## src/rtl/ro_meas_sequencer.sv

```systemverilog
// Ring-oscillator measurement sequencer: settle, gated count windows, averaging, 3-byte UART frame.
// Per sample SETTLE+WINDOW+2 cycles; UART bytes paced by tx_busy (waits for high then low per byte).
module ro_meas_sequencer #(
    parameter int WINDOW = 1000,
    parameter int SETTLE = 16,
    parameter int LOG2N  = 2
) (
    input  logic        clk1,
    input  logic        rst_n,
    input  logic        start,
    input  logic [1:0]  mode,
    input  logic [15:0] count,
    input  logic        tx_busy,
    output logic        en_inv_osc,
    output logic        en_nand_osc,
    output logic        osc_sel,
    output logic        cnt_clr,
    output logic        cnt_en,
    output logic        tx_start,
    output logic [7:0]  tx_data,
    output logic [15:0] avg,
    output logic        busy,
    output logic        done
);

    localparam int TMAX  = (WINDOW > SETTLE) ? WINDOW : SETTLE;
    localparam int TW    = $clog2(TMAX + 1);
    localparam int NSAMP = 1 << LOG2N;

    typedef enum logic [3:0] {
        S_IDLE, S_SETTLE, S_COUNT, S_CAPTURE, S_AVG,
        S_SEND, S_WAIT_HI, S_WAIT_LO, S_NEXT
    } state_t;

    state_t        state, state_nxt;
    logic [TW-1:0] timer;
    logic [8:0]    smp;
    logic [23:0]   acc;
    logic [1:0]    mode_q;
    logic [1:0]    byte_idx;
    logic [7:0]    frame_byte;
    logic          settle_end, count_end, cap_end, last_smp, dual_next, running;

    assign settle_end = (timer == TW'(SETTLE - 1));
    assign count_end  = (timer == TW'(WINDOW - 1));
    assign cap_end    = (timer == TW'(1));
    assign last_smp   = (smp == 9'(NSAMP - 1));
    assign dual_next  = (mode_q == 2'b10) && !osc_sel;

    always_comb begin
        case (byte_idx)
            2'd0:    frame_byte = {7'b1010000, osc_sel};
            2'd1:    frame_byte = avg[15:8];
            default: frame_byte = avg[7:0];
        endcase
    end

    always_ff @(posedge clk1) begin
        if (!rst_n) state <= S_IDLE;
        else        state <= state_nxt;
    end

    always_comb begin
        state_nxt = state;
        cnt_clr   = 1'b0;
        cnt_en    = 1'b0;
        busy      = 1'b1;
        done      = 1'b0;
        running   = 1'b0;
        case (state)
            S_IDLE: begin
                busy = 1'b0;
                if (start) state_nxt = S_SETTLE;
            end
            S_SETTLE: begin
                running = 1'b1;
                cnt_clr = (timer == '0);
                if (settle_end) state_nxt = S_COUNT;
            end
            S_COUNT: begin
                running = 1'b1;
                cnt_en  = 1'b1;
                if (count_end) state_nxt = S_CAPTURE;
            end
            S_CAPTURE: begin
                running = 1'b1;
                if (cap_end) state_nxt = last_smp ? S_AVG : S_SETTLE;
            end
            S_AVG:     state_nxt = S_SEND;
            S_SEND:    if (!tx_busy) state_nxt = S_WAIT_HI;
            S_WAIT_HI: if (tx_busy)  state_nxt = S_WAIT_LO;
            S_WAIT_LO: if (!tx_busy) state_nxt = (byte_idx == 2'd2) ? S_NEXT : S_SEND;
            S_NEXT: begin
                if (dual_next) begin
                    state_nxt = S_SETTLE;
                end else begin
                    done      = 1'b1;
                    state_nxt = S_IDLE;
                end
            end
            default:   state_nxt = S_IDLE;
        endcase
        en_inv_osc  = running & ~osc_sel;
        en_nand_osc = running & osc_sel;
    end

    // Timer is shared: settle/window length, then a 2-cycle capture (freeze, then accumulate).
    always_ff @(posedge clk1) begin
        if (!rst_n) begin
            timer    <= '0;
            smp      <= '0;
            acc      <= '0;
            mode_q   <= 2'b00;
            osc_sel  <= 1'b0;
            avg      <= '0;
            byte_idx <= 2'd0;
            tx_start <= 1'b0;
            tx_data  <= '0;
        end else begin
            tx_start <= 1'b0;
            case (state)
                S_IDLE: begin
                    if (start) begin
                        mode_q  <= mode;
                        osc_sel <= (mode == 2'b01);
                        acc     <= '0;
                        smp     <= '0;
                    end
                end
                S_SETTLE:  timer <= settle_end ? '0 : timer + 1'b1;
                S_COUNT:   timer <= count_end  ? '0 : timer + 1'b1;
                S_CAPTURE: begin
                    if (!cap_end) begin
                        timer <= TW'(1);
                    end else begin
                        timer <= '0;
                        acc   <= acc + {8'h00, count};
                        if (!last_smp) smp <= smp + 1'b1;
                    end
                end
                S_AVG: begin
                    avg      <= acc[LOG2N+15:LOG2N];
                    byte_idx <= 2'd0;
                end
                S_SEND: begin
                    if (!tx_busy) begin
                        tx_start <= 1'b1;
                        tx_data  <= frame_byte;
                    end
                end
                S_WAIT_LO: begin
                    if (!tx_busy && byte_idx != 2'd2) byte_idx <= byte_idx + 1'b1;
                end
                S_NEXT: begin
                    if (dual_next) begin
                        osc_sel <= 1'b1;
                        acc     <= '0;
                        smp     <= '0;
                    end
                end
                default: ;
            endcase
        end
    end

endmodule

```

## config.mk

```make
export PLATFORM = sky130hd
export DESIGN_NAME = ro_meas_sequencer
export DESIGN_NICKNAME = d
export VERILOG_FILES = /design/src/rtl/ro_meas_sequencer.sv
export SDC_FILE = /design/constraint.sdc
export NUM_CORES = 1
export LEC_CHECK = 0
export ABC_AREA = 1
export CELL_PAD_IN_SITES_DETAIL_PLACEMENT = 1
export CELL_PAD_IN_SITES_GLOBAL_PLACEMENT = 1
export CORE_MARGIN = 2
export CORE_UTILIZATION = 40
export CTS_CLUSTER_SIZE = 16
export DETAILED_ROUTE_END_ITERATION = 16
export GPL_TIMING_DRIVEN = 0
export PLACE_DENSITY_LB_ADDON = 0.1
export SLEW_MARGIN = 25
export SYNTH_ARGS = -nofsm -noshare
export SYNTH_HDL_FRONTEND = slang
export SYNTH_SLANG_ARGS = --single-unit
```

## constraint.sdc

```tcl
create_clock -name clk1 -period 2.2 [get_ports clk1]
set_clock_uncertainty 0.05 [all_clocks]
set_input_delay 0.44 -clock clk1 [delete_from_list [all_inputs] [get_ports clk1]]
set_output_delay 0.44 -clock clk1 [all_outputs]
set_load 0.01 [all_outputs]
```

==> impl_metrics.py <==
metrics = {
    "finish": {
        "nets": 788,
        "ff_latch_area_sq_um": 1429,
        "fin_cells": 887,
        "antenna_cells": 0,
        "syn_to_final_growth_pct": 21.04,
        "utilization": 0.4949,
        "multi_input_area_sq_um": 2586,
        "n_fill_cell": 1457,
        "drive_above_1_share": 0.09505,
    },
    "cts": {
        "clkLatencyLatePin_ns": 0.38,
        "htreeDepth": 3,
        "cts_buffers": 9,
        "cts_tree": "built",
        "clk_pin_slew_ns": 0.09,
        "ctsRootBufferMaster": "clkbuf_8",
        "numClockSinks": 71,
        "clockBufferDepth": 2,
    },
    "yosys": {
        "synth_top_area_cell": "dfxtp_1",
        "synthCells": 674,
        "synth_seq_cells": 71,
        "yosysUniqueCellTypes": 39,
        "synth-seq-area-share": 0.3221,
        "syn_area_sq_um": 4413,
        "synth_top_area_frac": 0.3221,
        "yosysWarnings": 0,
        "syn-num-nets": 720,
        "yosys-top-cells-area": "dfxtp_1 (32%), nand2_1 (14%), nor2_1 (9.0%)",
        "synth_area_per_cell_sq_um": 6.547,
    },
    "run_status": {
        "status": "finished, violations left",
        "violations": "setup timing",
    },
    "timing": {
        "slew_headroom": 0.5349,
        "period_needed_ns": 2.203,
        "slew_violations": 0,
        "whs_ns": 0.4455,
        "rsz0062_at_grt": "true",
        "max_freq_mhz": 454.0,
        "worst_slack_ns": -0.002656,
        "setup_viol": 1,
        "hold_viol_final": 0,
        "tightestPinTransition_ns": 0.6976,
        "fin_crit_sh": 1.001,
    },
    "floorplanning": {
        "initial_core_util": 0.4089,
        "fp.dieW_microns": 109.0,
        "ios": 54,
        "die_y_microns": 109.0,
        "fp.dieArea_sq_um": 11890,
        "rows": 38,
        "core_sq_um": 10790,
    },
    "drt": {
        "routed_wl_microns": 14130,
        "antenna_left": 0,
        "drt-vias-per-instance": 5.113,
        "dr_total_vias": 4535,
        "drc": 0,
        "drtIter0Drc": 197,
        "detail_route.wl_per_cell_microns": 15.93,
        "dr.pass1.iters": 4,
    },
    "global_route": {
        "grt.overflow.total": 0,
        "grtUsageTotal": 0.2499,
        "grt_pass1_wl_microns": 22780,
        "grt_pass1_vias": 4615,
        "antenna_found_initial": 0,
        "grt_start_max_net_pins": 14,
    },
    "critical_path": {
        "cp-end-kind": "primary output",
        "start_kind": "register",
        "cp_max_fo": 7,
        "rrSetupSlack_ns": 0.22,
        "critPathArrivalTime_ns": 1.71,
        "worst-setup-path-type": "reg2out",
        "critPathRequiredTime_ns": 1.71,
    },
    "place": {
        "dp_cells": 866,
        "dp_slack_ns": -0.3758,
        "globalplace.congestion": 0.8856,
        "portBuffers": 52,
        "dp_hpwl_microns": 11170,
    },
    "power": {
        "p_per_area_nw_per_um2": 947.2,
        "peakVddDrop_uv": 451.6,
        "leakagePower_nw": 2.435,
    },
    "worst_hold_path": {
        "hp-class": "reg2reg",
    },
    "job": {
        "cap_violations": 0,
    },
}
==> sequential cells by signal, summed over array words and instances, names as in the netlist <==
name and flops:
state 4, smp 9, timer 10, avg 16
byte_idx 2, tx_start 1, mode_q 2, tx_data 8
acc 18, osc_sel 1
==> synthesized netlist by cell type <==
cell type / count
a211oi_1: 2
a21oi_1: 37
a21oi_2: 10
a22oi_1: 5
a31oi_1: 2
and2_1: 2
buf_1: 1
buf_12: 1
buf_4: 1
buf_6: 2
clkbuf_1: 9
clkinv_1: 2
dfxtp_1: 71
fa_1: 1
ha_1: 23
inv_1: 85
inv_2: 1
inv_4: 1
nand2_1: 160
nand2_2: 11
nand2_4: 2
nand3_1: 53
nand3_2: 3
nand3b_1: 1
nand4_1: 7
nor2_1: 106
nor2_2: 3
nor2_4: 5
nor2b_1: 1
nor3_1: 5
nor3b_1: 3
nor4_1: 1
o211ai_1: 1
o21a_1: 1
o21ai_0: 36
o21ai_1: 5
o21ai_2: 1
or2_2: 2
xor2_1: 11
==> report_power, final <==
group          leakage, nW  total (mW)  switching [mW]  internal (mW)
Combinational         1.77        2.38            1.48          0.896
Clock               0.0906       0.986           0.570          0.416
Sequential           0.577        1.69           0.213           1.48
Total                 2.44        5.06            2.27           2.79
==> through the flow <==
| step | TNS (ns) | area (sq um) | power (mW) |
|---|---|---|---|
| after floorplan | 0 | 4413 | 3.115 |
| after global placement | -1.904 | 5109 | 3.884 |
| after detailed placement | -2.297 | 5109 | 3.978 |
| after CTS | 0 | 5300 | 4.996 |
| after global routing | -0.1201 | 5341 | 5.432 |
| final | -0.002656 | 5341 | 5.060 |
==> worst paths after layout <==
path	depth (start not counted)	to	startpoint
hold reg to reg	2	acc[0]	acc[0]
setup / recovery	5	done	state[0]
setup reg to reg	9	state[0]	timer[0]
hold / removal	2	acc[0]	acc[0]
==> cell families (layout without fill, tap and decap cells) <==
logic type,count (synthesis),after routing,share of synthesized area
simple gates,365,365,0.3618
buf+inv,103,176,0.09612
compound gates,100,100,0.1284
flops,71,71,0.3221
fa+ha+maj,24,24,0.06975
xor+xnor,11,11,0.02183
==> final cells by class <==
type / count / share of cell area
Clock inverter: 6 / 0.008433
Sequential cell: 71 / 0.2675
Clock buffer: 10 / 0.02389
Tap cell: 140 / 0.03279
Inverter: 89 / 0.06301
Multi-Input combinational cell: 500 / 0.4842
Buffer: 14 / 0.01640
Timing Repair Buffer: 57 / 0.1038
==> cell usage in the layout (no fill, tap or decap), types with 10 or more instances in the layout <==
master	n
a21oi_1	36
a21oi_2	11
clkbuf_1	10
clkdlybuf4s50_1	46
dfxtp_1	67
ha_1	23
inv_1	85
nand2_1	160
nand2_2	11
nand3_1	52
nor2_1	105
o21ai_0	36
xor2_1	11
==> layer usage <==
metal	global-route usage	up-vias	wire, microns
li1	-	2289	-
met1	0.3339	2142	6892
met2	0.4082	86	6527
met3	0.04961	18	435
met4	0.07143	0	274
met5	0	-	0
==> worst max-delay path, cell delays in order (launching register included) <==
cell           delay (ns)
dfxtp_4              0.39
nor2_4               0.18
buf_4                0.13
nand3_1              0.13
nor2_2               0.22
dlygate4sd2_1        0.29
==> timing repair <==
item,4_1_cts,5_1_grt
pin swaps,3,1
gates resized for setup,11,5
hold buffers,0,0
endpoints found under the setup margin,6,8
hold endpoints to repair,0,0
gates cloned,0,0
setup buffers,2,3
Note: power is estimated with default switching activity, not from simulation.
